`config.mk`:
```
export PLATFORM = sky130hd
export DESIGN_NAME = gf128_mul_sched
export DESIGN_NICKNAME = d
export VERILOG_FILES = /design/src/rtl/gf128_pkg.sv /design/src/rtl/gf128_digit_step.sv /design/src/rtl/gf128_mul_sched.sv
export SDC_FILE = /design/constraint.sdc
export NUM_CORES = 2
export LEC_CHECK = 0
export CAP_MARGIN = 20
export CORE_MARGIN = 2
export CORE_UTILIZATION = 50
export CTS_CLUSTER_SIZE = 40
export DETAILED_ROUTE_END_ITERATION = 16
export GPL_TIMING_DRIVEN = 0
export HOLD_SLACK_MARGIN = 0.12
export PLACE_DENSITY_LB_ADDON = 0.12
export RECOVER_POWER = 50
export SLEW_MARGIN = 20
export SYNTH_ARGS = -nofsm -noshare
export SYNTH_HDL_FRONTEND = slang
export SYNTH_HIERARCHICAL = 1
export SYNTH_SLANG_ARGS = --single-unit
```
`constraint.sdc`:
```
create_clock -name clk -period 2.6 [get_ports clk]
set_input_delay 0.52 -clock clk [delete_from_list [all_inputs] [get_ports clk]]
set_output_delay 0.52 -clock clk [all_outputs]
set_load 0.005 [all_outputs]
```
`src/rtl/gf128_pkg.sv`:
```
// Shared constants and types for the GF(2^128) multiplier scheduler.
package gf128_pkg;

  localparam logic [127:0] GF128_POLY_LO = 128'h87;
  localparam int DIGIT_DEFAULT = 8;
  localparam int STEPS = 128 / DIGIT_DEFAULT;

  typedef enum logic [1:0] {
    IDLE = 2'd0,
    MUL  = 2'd1,
    DONE = 2'd2
  } state_e;

endpackage

```
`src/rtl/gf128_digit_step.sv`:
```
// One digit-serial GF(2^128) step: (acc*x^DIGIT ^ a*digit) mod x^128+x^7+x^2+x+1.
module gf128_digit_step
  import gf128_pkg::*;
#(
  parameter int DIGIT = DIGIT_DEFAULT
) (
  input  logic [127:0]     acc,
  input  logic [127:0]     a,
  input  logic [DIGIT-1:0] digit,
  output logic [127:0]     acc_next
);

  localparam int W = 128 + DIGIT;
  // x^128 term plus the low taps, so one xor clears an overflow bit
  localparam logic [W-1:0] POLY_FULL = (W'(1'b1) << 128) | W'(GF128_POLY_LO);

  logic [W-1:0] wide_s;

  // Shift-and-add the digit product, then fold the overflow bits back in
  always_comb begin
    wide_s = {acc, {DIGIT{1'b0}}};
    for (int j = 0; j < DIGIT; j++) begin
      if (digit[j]) begin
        wide_s = wide_s ^ (W'(a) << j);
      end else begin
        wide_s = wide_s;
      end
    end
    for (int k = DIGIT - 1; k >= 0; k--) begin
      if (wide_s[128 + k]) begin
        wide_s = wide_s ^ (POLY_FULL << k);
      end else begin
        wide_s = wide_s;
      end
    end
    acc_next = wide_s[127:0];
  end

endmodule

```
`src/rtl/gf128_mul_sched.sv`:
```
// Two-requester round-robin front end for a shared digit-serial GF(2^128) multiplier.
// Optional GF128_ZERO_SKIP_EN: a zero operand bypasses the MUL phase.
module gf128_mul_sched
  import gf128_pkg::*;
#(
  parameter int DIGIT = DIGIT_DEFAULT
) (
  input  logic         clk,
  input  logic         rst_n,
  input  logic [1:0]   req_valid,
  output logic [1:0]   req_ready,
  input  logic [127:0] req_a0,
  input  logic [127:0] req_b0,
  input  logic [127:0] req_a1,
  input  logic [127:0] req_b1,
  output logic         rsp_valid,
  input  logic         rsp_ready,
  output logic         rsp_id,
  output logic [127:0] rsp_data
);

  localparam int STEPS_C = 128 / DIGIT;
  localparam int CNT_W = $clog2(STEPS_C);
  localparam logic [CNT_W-1:0] LAST_CNT = CNT_W'(STEPS_C - 1);

  if (!(DIGIT == 1 || DIGIT == 2 || DIGIT == 4 || DIGIT == 8 || DIGIT == 16) ||
      (128 % DIGIT) != 0) begin : g_digit_check
    $error("gf128_mul_sched: illegal DIGIT");
  end

  state_e             state_r;
  logic               ptr_r;
  logic [127:0]       a_r;
  logic [127:0]       b_r;
  logic               id_r;
  logic [127:0]       acc_r;
  logic [CNT_W-1:0]   cnt_r;
  logic               rsp_valid_r;
  logic               rsp_id_r;
  logic [127:0]       rsp_data_r;

  logic [1:0]         grant_s;
  logic [1:0]         ready_s;
  logic               accept_s;
  logic [127:0]       sel_a_s;
  logic [127:0]       sel_b_s;
  logic [127:0]       acc_next_s;

  // Round-robin grant: a lone requester wins, a tie goes to the pointer
  always_comb begin
    grant_s = 2'b00;
    if (req_valid == 2'b11) begin
      grant_s = ptr_r ? 2'b10 : 2'b01;
    end else begin
      grant_s = req_valid;
    end
  end

  assign ready_s   = (rst_n && state_r == IDLE) ? grant_s : 2'b00;
  assign accept_s  = |(req_valid & ready_s);
  assign sel_a_s   = grant_s[1] ? req_a1 : req_a0;
  assign sel_b_s   = grant_s[1] ? req_b1 : req_b0;
  assign req_ready = ready_s;

  gf128_digit_step #(.DIGIT(DIGIT)) u_step (
    .acc      (acc_r),
    .a        (a_r),
    .digit    (b_r[127 -: DIGIT]),
    .acc_next (acc_next_s)
  );

  // Scheduler FSM, datapath registers and the registered response port
  always_ff @(posedge clk) begin
    if (!rst_n) begin
      state_r     <= IDLE;
      ptr_r       <= 1'b0;
      a_r         <= '0;
      b_r         <= '0;
      id_r        <= 1'b0;
      acc_r       <= '0;
      cnt_r       <= '0;
      rsp_valid_r <= 1'b0;
      rsp_id_r    <= 1'b0;
      rsp_data_r  <= '0;
    end else begin
      case (state_r)
        IDLE: begin
          if (accept_s) begin
            a_r   <= sel_a_s;
            b_r   <= sel_b_s;
            id_r  <= grant_s[1];
            acc_r <= '0;
            cnt_r <= '0;
            ptr_r <= ~grant_s[1];
`ifdef GF128_ZERO_SKIP_EN
            if (sel_a_s == 128'd0 || sel_b_s == 128'd0) begin
              rsp_data_r  <= '0;
              rsp_id_r    <= grant_s[1];
              rsp_valid_r <= 1'b1;
              state_r     <= DONE;
            end else begin
              state_r <= MUL;
            end
`else
            state_r <= MUL;
`endif
          end
        end
        MUL: begin
          // b is consumed MSB-first by shifting the next digit into the top
          acc_r <= acc_next_s;
          b_r   <= b_r << DIGIT;
          cnt_r <= cnt_r + CNT_W'(1);
          if (cnt_r == LAST_CNT) begin
            rsp_data_r  <= acc_next_s;
            rsp_id_r    <= id_r;
            rsp_valid_r <= 1'b1;
            state_r     <= DONE;
          end
        end
        DONE: begin
          if (rsp_ready) begin
            rsp_valid_r <= 1'b0;
            state_r     <= IDLE;
          end
        end
        default: begin
          state_r <= IDLE;
        end
      endcase
    end
  end

  assign rsp_valid = rsp_valid_r;
  assign rsp_id    = rsp_id_r;
  assign rsp_data  = rsp_data_r;

endmodule

```
# Yosys cells after proc, flatten, opt, wreduce, memory -nomap -nowiden
# Cells that the tools add are included.
# classes
multipliers	0
n_reduce_logical	10
bitwise_logic	18
n_eq_ne	7
order_cmp	0
addsub	1
div_mod_pow	0
n_mux	34
n_shift	0
# ops
op	n
$mux 136	8
$mux 128	4
$pmux 128 s2	2
$xor 136x128->136	1
$xor 136x129->136	1
$xor 136x130->136	1
$xor 136x131->136	1
$xor 136x132->136	1
$xor 136x133->136	1
$xor 136x134->136	1
$xor 136x135->136	1
$not 4->4	8
$mux 15	1
$mux 14	1
$mux 13	1
$mux 12	1
$mux 2	6
$mux 11	1
$mux 10	1
$mux 9	1
$mux 8	1
$pmux 4 s2	1
$ne 2x2->1 const B	3
$pmux 2 s3	1
15 further kinds	21
# word_totals
wordCells	80
latch_bits	0
input_bits	517
reg_bits	522
ram_bits	0
n_memories	0
mem_bits_ro	0
out_inout_bits	132

# Depth between registers and ports, before layout
# logic_depth
word_depth	33
ltp_mapped	10
mapped_depth_nobuf	7

# Modules after synthesis
# The synthesis kept the hierarchy.
# by_module_without_submodules
mod	seq_area_each_um2	area_per_inst_um2	cells_per_inst	instances
gf128_mul_sched	10450.0	19775.2	2213	1
gf128_digit_step	0.0	14053.5	2297	1

# Worst setup path after synthesis
# Ideal clock, no wire load.
# synth_path
path_type	register to register
from	register a_r[124]
to	register acc_r[2]
path_buffers	1
required_ps	2472
setup_ps	128
setup_slack_ps	425
t_arrival_ps	2047
stages_incl_launch_ff	9
synth_period_minus_slack_ps	2175
cell_sequence	dfxtp_1 -> buf_6 -> nand2_2 -> xnor3_1 -> xnor3_2 -> xnor3_2 -> xnor2_1 -> a22oi_1 -> nor2_1
# synth_via
elab_chain_cells	10
word_cells_on_any_way	14
classes_between	8 x mux; 6 x bitwise
# synth_lines
item	line_no	rtl
start, declared	gf128_mul_sched.sv:33	logic [127:0] a_r;
start signal, assigned	gf128_mul_sched.sv:89	a_r <= sel_a_s;
$xor 136x132->136, or another cell as far along	gf128_digit_step.sv:24	wide_s = wide_s ^ (W'(a) << j);
$mux 136	gf128_digit_step.sv:23	if (digit[j]) begin
$xor 136x133->136, or another cell as far along	gf128_digit_step.sv:24	
$mux 136	gf128_digit_step.sv:23	
$xor 136x134->136, or another cell as far along	gf128_digit_step.sv:24	
$mux 136 (*)	gf128_digit_step.sv:23	
$xor 136x135->136 or $mux 9 (tied branches)	gf128_digit_step.sv:24, gf128_digit_step.sv:30	
$mux 136 (*)	gf128_digit_step.sv:23	
$mux 8 (*)	gf128_digit_step.sv:30	if (wide_s[128 + k]) begin
net acc_next_s[2]	gf128_mul_sched.sv:47	logic [127:0] acc_next_s;
$pmux 128 s2 (*)	gf128_mul_sched.sv:86	case (state_r)
end signal, assigned	gf128_mul_sched.sv:111	acc_r <= acc_next_s;
end, declared	gf128_mul_sched.sv:36	logic [127:0] acc_r;
# The timed path passes the listed nets; every way through them passes the cells marked *.
# A chain may end at the register's enable or synchronous reset.

# Worst setup path in the final report
# layout_path
from	register b_r[123]
to	register acc_r[121]
# layout_via
elab_chain_cells	10
# layout_lines
item	line_no	rtl
start, declared	gf128_mul_sched.sv:34	logic [127:0] b_r;
start signal, assigned	gf128_mul_sched.sv:90	b_r <= sel_b_s;
start signal, assigned	gf128_mul_sched.sv:112	b_r <= b_r << DIGIT;
$mux 136 (*)	gf128_digit_step.sv:23	
$xor 136x132->136	gf128_digit_step.sv:24	
$mux 136 (*)	gf128_digit_step.sv:23	
$xor 136x133->136	gf128_digit_step.sv:24	
$mux 136 (*)	gf128_digit_step.sv:23	
$xor 136x134->136	gf128_digit_step.sv:24	
$mux 136 (*)	gf128_digit_step.sv:23	
$xor 136x135->136	gf128_digit_step.sv:24	
$mux 136 (*)	gf128_digit_step.sv:23	
net acc_next_s[121]	gf128_mul_sched.sv:47	
$pmux 128 s2 (*)	gf128_mul_sched.sv:86	
# Marks and branches as above.

==> run_summary.xml <==
<?xml version="1.0" encoding="UTF-8"?>
<metrics>
  <group name="synthesis">
    <metric name="synthArstFlopShare" unit="%">0</metric>
    <metric name="netlist_area" unit="um2">33800</metric>
    <metric name="area_share_of_the_largest_cell_type_after_synthesis" unit="%">30.9</metric>
    <metric name="synthDominantAreaCellType" unit="">sky130_fd_sc_hd__dfxtp_1</metric>
    <metric name="ys_top_cells_by_area" unit="">sky130_fd_sc_hd__dfxtp_1 31%, sky130_fd_sc_hd__xnor2_1 20%, sky130_fd_sc_hd__nand2_1 17%</metric>
    <metric name="most_instantiated_flip_flop_cell_in_the_synthesis_netlist" unit="">sky130_fd_sc_hd__dfxtp_1</metric>
    <metric name="synth.yosys.seq_area_share" unit="%">30.9</metric>
    <metric name="synth_nets" unit="">5028</metric>
    <metric name="yosys_warnings" unit="">6</metric>
    <metric name="synthesis.area_per_instance" unit="um2">7.50</metric>
    <metric name="synth_cells" unit="">4510</metric>
    <metric name="postSynthRegisterBits" unit="">522</metric>
    <metric name="synth_enable_flop_cells" unit="">0</metric>
    <metric name="yosys.cell_types.count" unit="">42</metric>
  </group>
  <group name="global_routing">
    <metric name="first_pass_grt_wire_length" unit="um">180000</metric>
    <metric name="track_usage" unit="%">32.6</metric>
    <metric name="grt_max_degree" unit="">20</metric>
    <metric name="vias_in_the_first_global_route" unit="">31000</metric>
    <metric name="grt_overflow" unit="">0</metric>
    <metric name="grt_antenna_before_repair" unit="">2</metric>
  </group>
  <group name="setup_path">
    <metric name="critical_path.top_delay_family" unit="">buffers and inverters</metric>
    <metric name="critical_path_required" unit="ps">3140</metric>
    <metric name="critical-path-max-stage-delay" unit="ps">370</metric>
    <metric name="worst_setup_path_end_kind" unit="">flop</metric>
    <metric name="crit_fanout" unit="">10</metric>
    <metric name="timing.setup.critical_path_class" unit="">reg2reg</metric>
    <metric name="path_common_cell" unit="">sky130_fd_sc_hd__xnor2_1</metric>
    <metric name="critical_path_data_arrival_time" unit="ps">3150</metric>
    <metric name="crit_path_start_kind" unit="">flop</metric>
    <metric name="timing.critical_path.buf_inv" unit="">3</metric>
    <metric name="crit_path_cell_trace" unit="">buf_2 -&gt; buf_4 -&gt; buf_2 -&gt; nand2_1 -&gt; xnor2_1 -&gt; xnor2_1 -&gt; xnor2_1 -&gt; xnor2_1 -&gt; a22oi_1 -&gt; nor2_1</metric>
    <metric name="crit_path_max_delay_cell_type" unit="">sky130_fd_sc_hd__xnor2_1</metric>
  </group>
  <group name="route">
    <metric name="first_iter_violations" unit="">3004</metric>
    <metric name="wire_per_inst" unit="um">19.4</metric>
    <metric name="detail_route.drc_violations" unit="">0</metric>
    <metric name="drt-vias-per-instance" unit="">5.35</metric>
    <metric name="ant_nets" unit="">0</metric>
    <metric name="vias" unit="">32800</metric>
    <metric name="detail_route.wirelength" unit="um">119000</metric>
    <metric name="detailedRoute.firstPassIterationCount" unit="">6</metric>
  </group>
  <group name="cells_and_area">
    <metric name="most-common-layout-cells" unit="">1522 x sky130_fd_sc_hd__nand2_1, 739 x sky130_fd_sc_hd__xnor2_1, 537 x sky130_fd_sc_hd__clkdlybuf4s50_1, 522 x sky130_fd_sc_hd__dfxtp_1, 351 x sky130_fd_sc_hd__a22oi_1</metric>
    <metric name="mostFrequentLayoutCell" unit="">sky130_fd_sc_hd__nand2_1</metric>
    <metric name="flow.area_growth_from_synthesis" unit="%">28.5</metric>
    <metric name="final_net_count" unit="">5734</metric>
    <metric name="layout-drive-gt1-share" unit="%">6.16</metric>
    <metric name="fillers" unit="">6076</metric>
  </group>
  <group name="timing">
    <metric name="timing.final.setup_violations" unit="">1</metric>
    <metric name="fin_crit_sh" unit="%">101</metric>
    <metric name="maxSlewViolCount" unit="">0</metric>
    <metric name="tightestPinTransition" unit="ps">1200</metric>
    <metric name="worst_slew_margin_rel" unit="%">19.8</metric>
    <metric name="report.final.hold_viol_count" unit="">0</metric>
    <metric name="holdWs" unit="ps">295</metric>
    <metric name="postLayoutSetupSlackWorst" unit="ps">-16.8</metric>
    <metric name="layout_min_cycle_time" unit="ps">2620</metric>
    <metric name="fmax" unit="MHz">382</metric>
    <metric name="finClkSkew" unit="ps">33.8</metric>
  </group>
  <group name="status">
    <metric name="result_of_the_run" unit="">finished with violations</metric>
    <metric name="violations" unit="">setup timing</metric>
  </group>
  <group name="floorplanning">
    <metric name="floorplan_die_width" unit="um">264</metric>
    <metric name="design.portCount" unit="">649</metric>
    <metric name="fp-row-count" unit="">95</metric>
    <metric name="core_region_area" unit="um2">67000</metric>
    <metric name="dieArea" unit="um2">69800</metric>
    <metric name="start_util" unit="%">50.5</metric>
    <metric name="die_height" unit="um">264</metric>
  </group>
  <group name="min_path">
    <metric name="min-delay-path-class" unit="">in2reg</metric>
  </group>
  <group name="clock_network">
    <metric name="clock_sinks" unit="">522</metric>
    <metric name="clock-root-buffer" unit="">sky130_fd_sc_hd__clkbuf_16</metric>
    <metric name="clk_path_buf_depth" unit="">3</metric>
    <metric name="clock_insertion_delay_worst_skew" unit="ps">630</metric>
    <metric name="cts_hold_buffers" unit="">0</metric>
    <metric name="maximum_level_of_the_cts_h_tree" unit="">2</metric>
    <metric name="cts-buffers-inserted" unit="">55</metric>
    <metric name="cts.clk_slew.worst_paths" unit="ps">70</metric>
    <metric name="cts_tree" unit="">built</metric>
  </group>
  <group name="placement">
    <metric name="place_congestion" unit="">0.919</metric>
    <metric name="dp_hpwl" unit="um">90500</metric>
    <metric name="numPortBuffers" unit="">647</metric>
  </group>
  <group name="power">
    <metric name="p_leak" unit="nW">15.7</metric>
    <metric name="cellPowerDensity" unit="nW/um2">522</metric>
    <metric name="post-layout-total-power" unit="mW">22.7</metric>
    <metric name="vdd_ir_drop_max" unit="V">0.000427</metric>
  </group>
  <group name="job">
    <metric name="max_cap_viol_count" unit="">0</metric>
  </group>
</metrics>
logic make-up after synthesis:
group,synth area share [%]
buf+inv,6.13
fa+ha+maj,0.0370
compound gates,13.1
flops,30.9
xor+xnor,27.3
mux,3.58
simple gates,18.9
synth_stat cells (3+ instances only):
cell                       count
sky130_fd_sc_hd__a211oi_1      9
sky130_fd_sc_hd__a21oi_1     195
sky130_fd_sc_hd__a22oi_1     351
sky130_fd_sc_hd__and3_1        3
sky130_fd_sc_hd__buf_1        27
sky130_fd_sc_hd__buf_2       127
sky130_fd_sc_hd__buf_4        25
sky130_fd_sc_hd__buf_6        22
sky130_fd_sc_hd__clkbuf_1    233
sky130_fd_sc_hd__dfxtp_1     522
sky130_fd_sc_hd__mux2i_1     120
sky130_fd_sc_hd__nand2_1    1522
sky130_fd_sc_hd__nand2b_1      3
sky130_fd_sc_hd__nor2_1      145
sky130_fd_sc_hd__o21ai_0      60
sky130_fd_sc_hd__o21ai_1      88
sky130_fd_sc_hd__xnor2_1     758
sky130_fd_sc_hd__xnor3_1      10
sky130_fd_sc_hd__xor2_1      261
worst min-delay path: stages:
cell and delay, ps:
sky130_fd_sc_hd__buf_2 170, sky130_fd_sc_hd__a21oi_1 140, sky130_fd_sc_hd__nor3_1 50
worst paths after layout:
check,from,endpoint,slack (ps),cells past startpoint
worst min-delay path,req_valid[1],id_r,300,3
worst max-delay path,b_r[123],acc_r[121],-20,10
worst min register to register,rsp_data[104],rsp_data[104],450,2
worst max register to register,b_r[123],acc_r[121],-20,10
flip-flops by register name, summed over array words and instances (netlist names):
| name | cells |
|---|---|
| cnt_r | 4 |
| acc_r | 128 |
| ptr_r | 1 |
| rsp_id | 1 |
| id_r | 1 |
| state_r | 2 |
| rsp_valid | 1 |
| a_r | 128 |
| rsp_data | 128 |
| b_r | 128 |
stage by stage:
stage | TNS, ps | util [%] | worst slack [ps] | area, um2 | instances
CTS | 0 | 64.6 | 11.7 | 43300 | 6131
global route | -42.3 | 64.8 | -42.3 | 43500 | 6130
detailed placement | -171730 | 61.8 | -878 | 41400 | 6030
floorplan | 0 | - | 425 | 33800 | 4510
finish | -16.8 | 64.9 | -16.8 | 43500 | 6133
global placement | -163560 | 61.8 | -828 | 41400 | 6030
where the power goes:
| part | internal, mW | switching [mW] | total, mW | leakage [nW] |
|---|---|---|---|---|
| sequential | 8.49 | 0.368 | 8.86 | 4.26 |
| clock | 4.59 | 3.36 | 7.96 | 0.877 |
| combinational | 2.60 | 3.28 | 5.88 | 10.6 |
what timing repair did:
action / 4_1_cts / 5_1_grt
gates resized for setup: 45 / 64
buffers inserted: 5 / 0
endpoints found under the setup margin: 256 / 204
pin swaps: 3 / 1
layout make-up:
class / instances / area [um2] / area share [%]
multi-input cells: 3549 / 21500 / 49.3
flip-flops and latches: 522 / 10500 / 24.0
repair buffers: 652 / 6510 / 15.0
plain buffers: 434 / 2160 / 4.96
clock buffers: 80 / 1620 / 3.73
well taps: 873 / 1090 / 2.51
clock inverters: 17 / 180 / 0.414
diodes: 4 / 10.0 / 0.0230
inverters: 2 / 7.51 / 0.0173
metal layers:
layer	GRT usage [%]	part of all wire, %
met2	53.8	47
met3	4.47	7.1
met5	0	0
met4	9.18	2.9
met1	44.5	43
No activity file was read; power rests on OpenSTA's default activity.
